## config.mk

```make
export PLATFORM = sky130hd
export DESIGN_NAME = ps2_move_decoder
export DESIGN_NICKNAME = d
export VERILOG_FILES = /design/src/rtl/ps2_move_decoder.sv
export SDC_FILE = /design/constraint.sdc
export NUM_CORES = 1
export LEC_CHECK = 0
export BUFFER_PORTS_ARGS = -buffer_cell sky130_fd_sc_hd__buf_2
export CORE_MARGIN = 3
export CORE_UTILIZATION = 60
export DETAILED_ROUTE_END_ITERATION = 7
export HOLD_SLACK_MARGIN = 0.05
export PLACE_DENSITY = 0.79
export REMOVE_ABC_BUFFERS = 1
export SETUP_SLACK_MARGIN = 0.5
export SLEW_MARGIN = 30
export SYNTH_ARGS = -nofsm -noshare
export SYNTH_HDL_FRONTEND = slang
export SYNTH_SLANG_ARGS = --single-unit
```

## constraint.sdc

```tcl
create_clock -name clk -period 2.5 [get_ports clk]
set_input_delay 0.125 -clock clk [delete_from_list [all_inputs] [get_ports clk]]
set_output_delay 0.125 -clock clk [all_outputs]
set_load 0.02 [all_outputs]
```

## src/rtl/ps2_move_decoder.sv

```systemverilog
// Receive-only PS/2 keyboard front end: deserialises device-to-host frames,
// tracks E0/F0 prefixes and holds one level per arrow (and optional WASD) key.
module ps2_move_decoder #(
  parameter int FILTER_LEN     = 8,
  parameter int TIMEOUT_CYCLES = 200000,
  parameter bit WASD_EN        = 1'b1
) (
  input  logic       clk,
  input  logic       reset,
  input  logic       ps2_clk,
  input  logic       ps2_data,
  output logic       move_up,
  output logic       move_down,
  output logic       move_left,
  output logic       move_right,
  output logic [7:0] key_code,
  output logic       key_valid,
  output logic       frame_err
);
  localparam int FW = $clog2(FILTER_LEN + 1);
  localparam int TW = $clog2(TIMEOUT_CYCLES + 1);

  typedef enum logic [1:0] {IDLE, DATA, PARITY, STOP} state_t;

  logic [1:0]    clk_s, dat_s;
  logic          fclk, fclk_d;
  logic [FW-1:0] fcnt;
  logic          strobe, bit_in;

  state_t        state;
  logic [2:0]    bcnt;
  logic [7:0]    shreg;
  logic          par;
  logic [TW-1:0] tcnt;
  logic          ext, brk;

  // Filtered clock only follows the synchronised line after FILTER_LEN
  // consecutive samples that disagree with it.
  always_ff @(posedge clk or negedge reset) begin
    if (!reset) begin
      clk_s  <= 2'b11;
      dat_s  <= 2'b11;
      fclk   <= 1'b1;
      fclk_d <= 1'b1;
      fcnt   <= '0;
    end else begin
      clk_s  <= {clk_s[0], ps2_clk};
      dat_s  <= {dat_s[0], ps2_data};
      fclk_d <= fclk;
      if (clk_s[1] == fclk) begin
        fcnt <= '0;
      end else if (fcnt == FW'(FILTER_LEN - 1)) begin
        fclk <= clk_s[1];
        fcnt <= '0;
      end else begin
        fcnt <= fcnt + 1'b1;
      end
    end
  end

  assign strobe = fclk_d & ~fclk;
  assign bit_in = dat_s[1];

  always_ff @(posedge clk or negedge reset) begin
    if (!reset) begin
      state      <= IDLE;
      bcnt       <= '0;
      shreg      <= '0;
      par        <= 1'b0;
      tcnt       <= '0;
      ext        <= 1'b0;
      brk        <= 1'b0;
      move_up    <= 1'b0;
      move_down  <= 1'b0;
      move_left  <= 1'b0;
      move_right <= 1'b0;
      key_code   <= 8'h00;
      key_valid  <= 1'b0;
      frame_err  <= 1'b0;
    end else begin
      key_valid <= 1'b0;
      frame_err <= 1'b0;
      if (strobe) begin
        tcnt <= '0;
        case (state)
          IDLE: begin
            if (!bit_in) begin
              state <= DATA;
              bcnt  <= '0;
            end else begin
              frame_err <= 1'b1;
              ext       <= 1'b0;
              brk       <= 1'b0;
            end
          end
          DATA: begin
            shreg <= {bit_in, shreg[7:1]};
            bcnt  <= bcnt + 1'b1;
            if (bcnt == 3'd7) state <= PARITY;
          end
          PARITY: begin
            par   <= bit_in;
            state <= STOP;
          end
          STOP: begin
            state <= IDLE;
            if (bit_in && (^{shreg, par})) begin
              key_code  <= shreg;
              key_valid <= 1'b1;
              case (shreg)
                8'hE0: ext <= 1'b1;
                8'hF0: brk <= 1'b1;
                default: begin
                  ext <= 1'b0;
                  brk <= 1'b0;
                  if (ext) begin
                    case (shreg)
                      8'h75:   move_up    <= ~brk;
                      8'h72:   move_down  <= ~brk;
                      8'h6B:   move_left  <= ~brk;
                      8'h74:   move_right <= ~brk;
                      default: ;
                    endcase
                  end else if (WASD_EN) begin
                    case (shreg)
                      8'h1D:   move_up    <= ~brk;
                      8'h1B:   move_down  <= ~brk;
                      8'h1C:   move_left  <= ~brk;
                      8'h23:   move_right <= ~brk;
                      default: ;
                    endcase
                  end
                end
              endcase
            end else begin
              frame_err <= 1'b1;
              ext       <= 1'b0;
              brk       <= 1'b0;
            end
          end
          default: state <= IDLE;
        endcase
      end else if (state != IDLE) begin
        // A stalled keyboard must not leave a half-built byte or stale prefix.
        if (tcnt == TW'(TIMEOUT_CYCLES - 1)) begin
          state     <= IDLE;
          frame_err <= 1'b1;
          ext       <= 1'b0;
          brk       <= 1'b0;
          tcnt      <= '0;
        end else begin
          tcnt <= tcnt + 1'b1;
        end
      end
    end
  end
endmodule
```

==> results of run 1 <==
-- metrics by stage --
step	setup slack, ns	total power, mW	hold slack [ns]
final	0.406	2.83	0.186
after global routing	0.338	2.98	0.220
after CTS	0.501	2.79	0.201
after detailed placement	0.331	1.92	0.0197
after global placement	0.389	1.90	0.0168
after floorplan	0.530	1.72	-0.171
-- state kept, by name (all words and copies together) (netlist names) --
| signal | flops |
|---|---|
| move_left | 1 |
| fcnt | 4 |
| fclk_d | 1 |
| brk | 1 |
| clk_s | 2 |
| move_right | 1 |
| par | 1 |
| tcnt | 18 |
| move_up | 1 |
| key_code | 8 |
| ext | 1 |
| move_down | 1 |
| shreg | 8 |
| bcnt | 3 |
| key_valid | 1 |
| state | 2 |
| dat_s | 2 |
| fclk | 1 |
| frame_err | 1 |
-- timing repair --
item,4_1_cts,5_1_grt
hold buffers,3,0
setup endpoints to repair,10,13
setup buffers,6,8
gates cloned,1,0
hold endpoints to repair,30,0
pin swaps,4,8
gates resized for setup,8,24
-- cell usage after synthesis (all sizes together) (2+ instances only) --
cell,n
a21oi,9
mux2i,4
or3,3
nand2b,4
nand4,6
nand3,9
dfstp,6
clkbuf,7
nand2,25
nor2b,3
nor2,19
xnor2,8
buf,4
dfrtp,52
and4,3
mux2,13
o21ai,17
xor2,10
and2,5
nor4,9
and3,3
o31a,2
inv,10
a31oi,5
o31ai,2
ha,8
a32o,2
xnor3,2
nor3,3
-- power by group through the flow --
stage	logic, mW	registers, mW	clock network (mW)
6_report	0.833	1.24	0.765
3_5_place_dp	0.679	1.24	0
2_1_floorplan	0.518	1.20	0
5_1_grt	0.905	1.25	0.824
4_1_cts	0.788	1.22	0.780
3_3_place_gp	0.664	1.23	0
-- critical path: cells and delay by family, from the launching register on --
kind / cells / cell delay [ns]
AND/OR/NAND/NOR: 2 / 0.95
flip-flops: 1 / 0.40
buffers and inverters: 3 / 0.31
multiplexers: 1 / 0.21
AO/OA/AOI/OAI: 1 / 0.14
-- worst paths after layout --
| kind | end | slack, ns |
|---|---|---|
| min in group clk | clk_s[1] | 0.36 |
| hold / removal | tcnt[15] | 0.19 |
| setup reg to reg | move_down | 0.41 |
| setup / recovery | move_down | 0.41 |
| max in group asynchronous | dat_s[1] | 1.62 |
| hold reg to reg | clk_s[1] | 0.36 |
-- layout make-up --
cell class | count | share of cell area, %
multi-input combinational | 190 | 41.8
inverter | 10 | 1.09
clock buffer | 13 | 4.62
clock inverter | 3 | 0.436
sequential | 58 | 42.7
timing repair buffer | 38 | 7.49
tap | 52 | 1.89
-- metal layers --
layer	vias up	GRT usage (%)
met3	18	8.54
li1	1041	-
met1	1076	31.5
met2	66	32.7
met5	-	0
met4	0	7.38
-- kinds of logic after synthesis --
group	share of synthesized area (%)
adder cells (fa/ha/maj)	3.48
flip-flops	50.7
multiplexers	6.91
AO/OA/AOI/OAI	9.82
AND/OR/NAND/NOR	18.6
XOR/XNOR	7.08
buffers and inverters	3.43
==> impl_metrics.toml, run 1 <==
[layout]
nets = 319
final_cell_area_sq_um = 3440
fin_cells = 364
most-common-layout-cells = "dfrtp_1, nand2_1, nor2_1"
drive_gt1_share_pct = 30.8
nFillCells = 288
final-seq-area_sq_um = 1470
multi_input_area_sq_um = 1440
layout.cells.most_common = "dfrtp_1"
area.growth.synth_to_final_pct = 19.5
fin_util_pct = 76.4
diodes = 0

[clock_network]
cts_root_buf = "clkbuf_8"
clk_pin_slew_worst_paths_ns = 0.06
cts_tree = "built"
cts_num_sinks = 58
clk_latency_ns = 0.34
cts_buffers = 9
clockBufferDepth = 2
htreeDepth = 3

[setup_path]
cp_common_cell = "buf_4"
slowest_stage = "nor4_1"
r2r-start = "shreg[3]"
critical_path_class = "reg2reg"
critPathArrivalTime_ns = 2.36
cp-end-kind = "flop"
cpPeakStageDelay_ns = 0.61
required_ns = 2.77
crit_path_start_kind = "flop"
r2r_cells = 7
cp_max_fo = 5
path_cells = "buf_4 -> buf_4 -> inv_1 -> nor4_1 -> a32oi_1 -> nor4_2 -> mux2i_1"
startpoint = "shreg[3]"

[detailed_routing]
wl_met1_um = 2930
first_pass_iters = 4
dr_wl_met2_um = 2970
avgViaCountPerCell = 6.05
dr_wl_met3_um = 337
ant_nets = 0
totalWireLength_um = 6360
vias = 2201
drtIter0Drc = 120
top_layer = "met4"
drcViolationCount = 0
wl_per_cell_um = 17.5

[place]
dp.cells = 330
dp_hpwl_um = 3660
place.gp.congestion = 0.849
place_area_sq_um = 3000
numPortBuffers = 17

[sta]
drv_slew = 0
slew_headroom_pct = 56.3
fin_crit_ns = 2.09
rsz0062_at_grt = "yes"
hold_violations = 0
worstMarginPinSlew_ns = 0.650
period_share_pct = 83.8
setup_viol_count_final = 0
fmax_mhz = 478
skew_ns = 0.00884
tns_ns = 0

[logic_synthesis]
syn_inst = 268
synth_edf_count = 0
synth.largest_area_cell = "dfrtp_1"
synth_cell_types = 51
yosysSeqAreaShare_pct = 50.7
synth_area_sq_um = 2880
synth_top_area_share_pct = 45.2
synthTopCellsByArea = "dfrtp_1, dfstp_2, mux2_2"
ys_async_sr_fraction_pct = 100
synth_top_flop_cell = "dfrtp_1"
avgSynthCellArea_sq_um = 10.7
yosys_warnings = 0
ys_ff_latch = 58

[global_routing]
grt_pass1_wl_um = 9380
grt_overflow = 0
grt_pass1_vias = 1940
grt_max_degree = 28
antenna_found_initial = 0
grt_use_total_pct = 22.6

[floorplan]
core_sq_um = 4500
die_h_um = 75.3
die_area_sq_um = 5670
die_x_um = 75.3
fp-row-count = 24
ios = 18
start_util_pct = 63.9

[power_and_ir_drop]
combPwrFrac_pct = 29.4
seqPwrFrac_pct = 43.6
p_switching_uw = 982
clkPwrFrac_pct = 27.0
power_density_nw_per_um2 = 823
p_leak_nw = 1.57
p_int_mw = 1.85
switching_share_pct = 34.7
worst_ir_drop_vdd_uv = 731

[min_path]
min_path_type = "in2async"

[flow_run]
maxCapViolCount = 0

[outcome]
status = "complete, no violations"
Power figures use the tool's default switching activity.
==> run 2: changes to the inputs <==
==> constraint.sdc (replaced) <==
create_clock -name clk -period 2.1 [get_ports clk]
set_input_delay 0.105 -clock clk [delete_from_list [all_inputs] [get_ports clk]]
set_output_delay 0.105 -clock clk [all_outputs]
set_load 0.02 [all_outputs]
==> run 2 against run 1 <==
Net effect: via count rose by 12%; clock-buffer cell count is 2 lower; final cell count grew 4.4%; combinational power increased by 96%; sequential share of layout area is 5.0 points lower; fmax up 4.0%; core utilization rose by 9.5 points; total power increased by 49%; global-route usage rose by 4.9 points; clock power increased by 49%; clock skew is 0.00086 ns lower.
==> impl_metrics.toml, run 2 (synthesized netlist as in run 1, its figures left out) <==
[sta]
skew_ns = 0.00798
tns_ns = 0
worstMarginPinSlew_ns = 0.695
fin_crit_ns = 2.01
slew_headroom_pct = 53.7
period_share_pct = 95.9
drv_slew = 0
hold_violations = 0
rsz0062_at_grt = "yes"
worst_slack_ns = 0.0871
fmax_mhz = 497
setup_viol_count_final = 0

[floorplan]
die_h_um = 75.3
fp-row-count = 24
core_sq_um = 4500
ios = 18
start_util_pct = 63.9
die_area_sq_um = 5670
die_x_um = 75.3

[clock_network]
cts_num_sinks = 58
clk_pin_slew_worst_paths_ns = 0.07
htreeDepth = 3
clk_latency_ns = 0.34
clockBufferDepth = 2
cts_buffers = 9
cts_tree = "built"
cts_root_buf = "clkbuf_8"

[detailed_routing]
totalWireLength_um = 8250
ant_nets = 0
avgViaCountPerCell = 6.47
vias = 2460
first_pass_iters = 5
drcViolationCount = 0
wl_per_cell_um = 21.7
drtIter0Drc = 193

[layout]
reg_top3 = "tcnt (18), key_code (8), shreg (8)"
drive_gt1_share_pct = 41.5
area.growth.synth_to_final_pct = 34.4
largest_register_ffs = 18
nFillCells = 204
layout.cells.most_common = "dfrtp_1"
largest-register = "tcnt"
most-common-layout-cells = "dfrtp_1, nand2_1, buf_4"
diodes = 0
nets = 335

[place]
numPortBuffers = 17
dp_hpwl_um = 4220
post-place-ws_ns = 0.0580
place.gp.congestion = 0.831

[setup_path]
cp_max_fo = 6
crit_path_start_kind = "flop"
required_ns = 2.32
critPathArrivalTime_ns = 2.23
critical_path_class = "reg2reg"
cp-end-kind = "flop"

[global_routing]
grt_pass1_vias = 2284
grt_pass1_wl_um = 11300
grt_use_total_pct = 27.5
grt_overflow = 0
antenna_found_initial = 0
grt_max_degree = 31

[power_and_ir_drop]
p_leak_nw = 1.71
p_int_mw = 2.73
combPwrFrac_pct = 38.6
p_switching_mw = 1.49
seqPwrFrac_pct = 34.5
switching_share_pct = 35.2
clkPwrFrac_pct = 26.9
worst_ir_drop_vdd_uv = 838
power_density_nw_per_um2 = 1090
p_total_mw = 4.22

[min_path]
min_path_type = "in2async"

[flow_run]
maxCapViolCount = 0

[outcome]
status = "complete, no violations"
## run 2: cell types whose count changed in the layout (fill, tap and decap cells not counted), moves of 4 or more
cell     previous run  this run
buf_4              16        23
o21ai_0            15         8
nor2_1             18         7
buf_6               2         7
o21ai_1             0         4
dfrtp_2             8         0
dfrtp_1            44        52
nor2_4              0         9
## run 2: path summary, 6_finish.rpt
check | startpoint | to | slack (ns) | depth (start not counted)
max in group asynchronous | reset | dat_s[1] | 1.09 | 3
hold reg to reg | dat_s[0] | dat_s[1] | 0.36 | 0
setup reg to reg | shreg[7] | move_right | 0.09 | 6
setup / recovery | shreg[7] | move_right | 0.09 | 6
min in group clk | dat_s[0] | dat_s[1] | 0.36 | 0
hold / removal | reset | shreg[6] | 0.35 | 2
## run 2: routing by layer
| metal | vias up | track usage, % | part of all wire, % |
|---|---|---|---|
| met5 | - | 0 | 0 |
| met4 | 0 | 9.71 | 4.0 |
| met3 | 44 | 9.61 | 7.1 |
| met2 | 160 | 42.5 | 49 |
| met1 | 1188 | 36.0 | 40 |
| li1 | 1068 | - | - |
## run 2: stage by stage
stage                     instance area (sq um)  hold WS, ns  util [%]  std cells
after floorplan                            2820       -0.191         -        257
after global routing                       3870        0.359      85.9        380
after global placement                     3100        0.185      68.9        342
after CTS                                  3700        0.357      82.1        377
final                                      3870        0.347      85.9        380
after detailed placement                   3100        0.195      68.9        342
## run 2: layout make-up
type	count	area, sq um	share of cell area (%)
well taps	52	65.1	1.68
clock inverters	5	77.6	2.00
multi-input cells	190	1640	42.3
repair buffers	54	454	11.7
clock buffers	11	141	3.65
inverters	10	37.5	0.970
flip-flops and latches	58	1460	37.7
## run 2: critical path, cell delays in order (launching register included)
cell and delay, ns:
dfrtp_1 0.41, buf_4 0.18, nand2b_1 0.18, nor3b_1 0.47, a31oi_1 0.29, o31ai_4 0.25, o41ai_2 0.11
## run 2: power groups by stage
| stage | Sequential, mW | Clock [mW] | Combinational, mW |
|---|---|---|---|
| 2_1_floorplan | 1.43 | 0 | 0.617 |
| 3_3_place_gp | 1.43 | 0 | 0.920 |
| 3_5_place_dp | 1.44 | 0 | 0.958 |
| 4_1_cts | 1.43 | 1.15 | 1.34 |
| 5_1_grt | 1.47 | 1.21 | 1.72 |
| 6_report | 1.45 | 1.14 | 1.63 |
## run 2: what timing repair did
| action | CTS | global route |
|---|---|---|
| buffers inserted | 14 | 2 |
| hold buffers | 3 | 0 |
| gates resized for setup | 47 | 43 |
| endpoints found under the setup margin | 39 | 44 |
| cloned | 2 | 1 |
| endpoints found under the hold margin | 28 | 0 |
| pin swaps | 18 | 12 |
==> run 3: changes to the inputs <==
--- a/config.mk
+++ b/config.mk
@@ -5,12 +5,12 @@
 export SDC_FILE = /design/constraint.sdc
 export NUM_CORES = 1
 export LEC_CHECK = 0
-export BUFFER_PORTS_ARGS = -buffer_cell sky130_fd_sc_hd__buf_2
 export CORE_MARGIN = 3
-export CORE_UTILIZATION = 60
+export CORE_UTILIZATION = 57
 export DETAILED_ROUTE_END_ITERATION = 7
+export DONT_BUFFER_PORTS = 1
 export HOLD_SLACK_MARGIN = 0.05
-export PLACE_DENSITY = 0.79
+export PLACE_DENSITY = 0.75
 export REMOVE_ABC_BUFFERS = 1
 export SETUP_SLACK_MARGIN = 0.5
 export SLEW_MARGIN = 30
==> constraint.sdc (replaced) <==
create_clock -name clk -period 1.7 [get_ports clk]
set_input_delay 0.085 -clock clk [delete_from_list [all_inputs] [get_ports clk]]
set_output_delay 0.085 -clock clk [all_outputs]
set_load 0.02 [all_outputs]
==> run 3 against run 2 <==
Net effect: the flow now finishes with violations (hold timing, setup timing); largest power group unchanged; final cell count increased by 4.2%; sequential cell count unchanged; clock power about the same; final area increased by 2.4%; sequential power increased by 23%; sequential share of layout area decreased by 0.88 points; routed wire length decreased by 2.0%; core utilization decreased by 3.7 points; worst setup slack got worse by 0.49 ns; via count increased by 0.45%.
==> impl_metrics.toml, run 3 (synthesized netlist as in run 1, its figures left out) <==
[place]
place_area_sq_um = 3170
numPortBuffers = 0
dp.cells = 359
post-place-ws_ns = -0.261
place.gp.congestion = 0.876
dp_hpwl_um = 4060

[layout]
largest_register_ffs = 18
fin_cells = 396
final_cell_area_sq_um = 3960
reg_top3 = "tcnt (18), key_code (8), shreg (8)"
diodes = 0
nFillCells = 248
area.growth.synth_to_final_pct = 37.6
layout.cells.most_common = "dfrtp_1"
most-common-layout-cells = "dfrtp_1, buf_4, nand2_1"
drive_gt1_share_pct = 44.4
largest-register = "tcnt"
nets = 336

[power_and_ir_drop]
power_density_nw_per_um2 = 1340
clkPwrFrac_pct = 21.6
p_switching_mw = 1.93
switching_share_pct = 36.2
p_total_mw = 5.32
worst_ir_drop_vdd_uv = 858
p_int_mw = 3.39
p_leak_nw = 1.75
seqPwrFrac_pct = 33.4
combPwrFrac_pct = 45.0

[floorplan]
die_h_um = 77.1
core_sq_um = 4820
fp-row-count = 25
die_area_sq_um = 5940
ios = 18
die_x_um = 77.1
start_util_pct = 59.8

[setup_path]
r2r-start = "shreg[3]"
cp-end-kind = "flop"
critical_path_class = "reg2reg"
path_depth = 6
slowest_stage = "xnor3_2"
cp-endpoint = "move_right"
crit_path_start_kind = "flop"
startpoint = "shreg[3]"
r2r_cells = 6
cpPeakStageDelay_ns = 0.53
r2r_slack_ns = -0.40
required_ns = 1.91
rr_endpoint = "move_right"
cp_max_fo = 8
critPathArrivalTime_ns = 2.31
path_cells = "xor2_1 -> xnor3_2 -> mux2i_4 -> buf_6 -> o31ai_4 -> o41ai_2"
crit_family = "XOR/XNOR gates"
path_buf_inv = 1

[detailed_routing]
first_pass_iters = 5
vias = 2471
totalWireLength_um = 8090
drtIter0Drc = 221
ant_nets = 0
wl_per_cell_um = 20.4
avgViaCountPerCell = 6.24
drcViolationCount = 0

[clock_network]
cts_hold_buf = 2
cts_tree = "built"
cts_buffers = 9
cts_root_buf = "clkbuf_8"
clk_latency_ns = 0.34
clk_pin_slew_worst_paths_ns = 0.07
cts_num_sinks = 58
clockBufferDepth = 2
htreeDepth = 3

[sta]
fin_crit_ns = 2.10
setup_viol_count_final = 34
worst_slack_ns = -0.398
hold_violations = 58
tns_ns = -6.94
worstMarginPinSlew_ns = 0.635
slew_headroom_pct = 57.3
whs_ns = -0.563
fmax_mhz = 477
skew_ns = 0.00760
period_share_pct = 123
rsz0062_at_grt = "yes"
drv_slew = 0

[global_routing]
grt_pass1_vias = 2385
grt_use_total_pct = 25.4
grt_overflow = 0
grt_max_degree = 59
grt_pass1_wl_um = 11800
antenna_found_initial = 0

[flow_run]
maxCapViolCount = 0

[min_path]
min_path_type = "in2async"

[outcome]
failed_checks = "hold timing, setup timing"
status = "finished, violations left"
-- run 3: changes by cell type in the layout (fill, tap and decap cells not counted), sizes merged --
cell         change
bufinv           -2
clkinvlp         -1
clkbuf           +2
buf              +3
clkinv           +1
mux2i            -1
dlygate4sd3      -1
-- run 3: repair_timing --
item,CTS,global route
gates cloned,2,0
pin swaps,17,12
resized for setup,79,41
setup buffers,9,8
endpoints found under the setup margin,49,49
hold endpoints to repair,60,58
-- run 3: through the flow --
| step | hold WS (ns) | utilization, % |
|---|---|---|
| finish | -0.563 | 82.3 |
| CTS | -0.571 | 77.4 |
| floorplan | -0.211 | - |
| global route | -0.586 | 82.3 |
| global placement | -0.209 | 65.7 |
| detailed placement | -0.209 | 65.7 |
-- run 3: power by group through the flow --
stage          combinational, mW  clock (mW)  sequential, mW
6_report                    2.39        1.15            1.78
5_1_grt                     2.53        1.24            1.79
4_1_cts                     1.97        1.15            1.73
3_5_place_dp                1.32           0            1.74
3_3_place_gp                1.29           0            1.73
2_1_floorplan              0.762           0            1.76
-- run 3: routing by layer --
layer / part of all wire, % / wire length, um / up-vias / track usage (%)
met2: 48 / 3890 / 147 / 39.7
met4: 4.3 / 346 / 0 / 12.3
li1: - / - / 1073 / -
met5: 0 / 0 / - / 0
met3: 6.8 / 548 / 35 / 5.40
met1: 41 / 3300 / 1216 / 33.7
-- run 3: area by class of cell --
| cell class | instances | area (sq um) | share of cell area (%) |
|---|---|---|---|
| multi-input combinational | 189 | 1690 | 42.6 |
| sequential | 58 | 1460 | 36.8 |
| timing repair buffer | 56 | 522 | 13.2 |
| clock buffer | 13 | 159 | 4.01 |
| tap | 67 | 83.8 | 2.11 |
| inverter | 10 | 37.5 | 0.947 |
| clock inverter | 3 | 15.0 | 0.379 |
-- run 3: worst min path at each step --
stage	start	to	slack, ns	cells past startpoint
after floorplan	reset	bcnt[0]	-0.21	0
after global placement	reset	key_code[2]	-0.21	0
after CTS	reset	key_valid	-0.57	0
after detailed placement	reset	key_valid	-0.21	0
final	reset	state[0]	-0.56	0
after global routing	reset	state[0]	-0.59	0
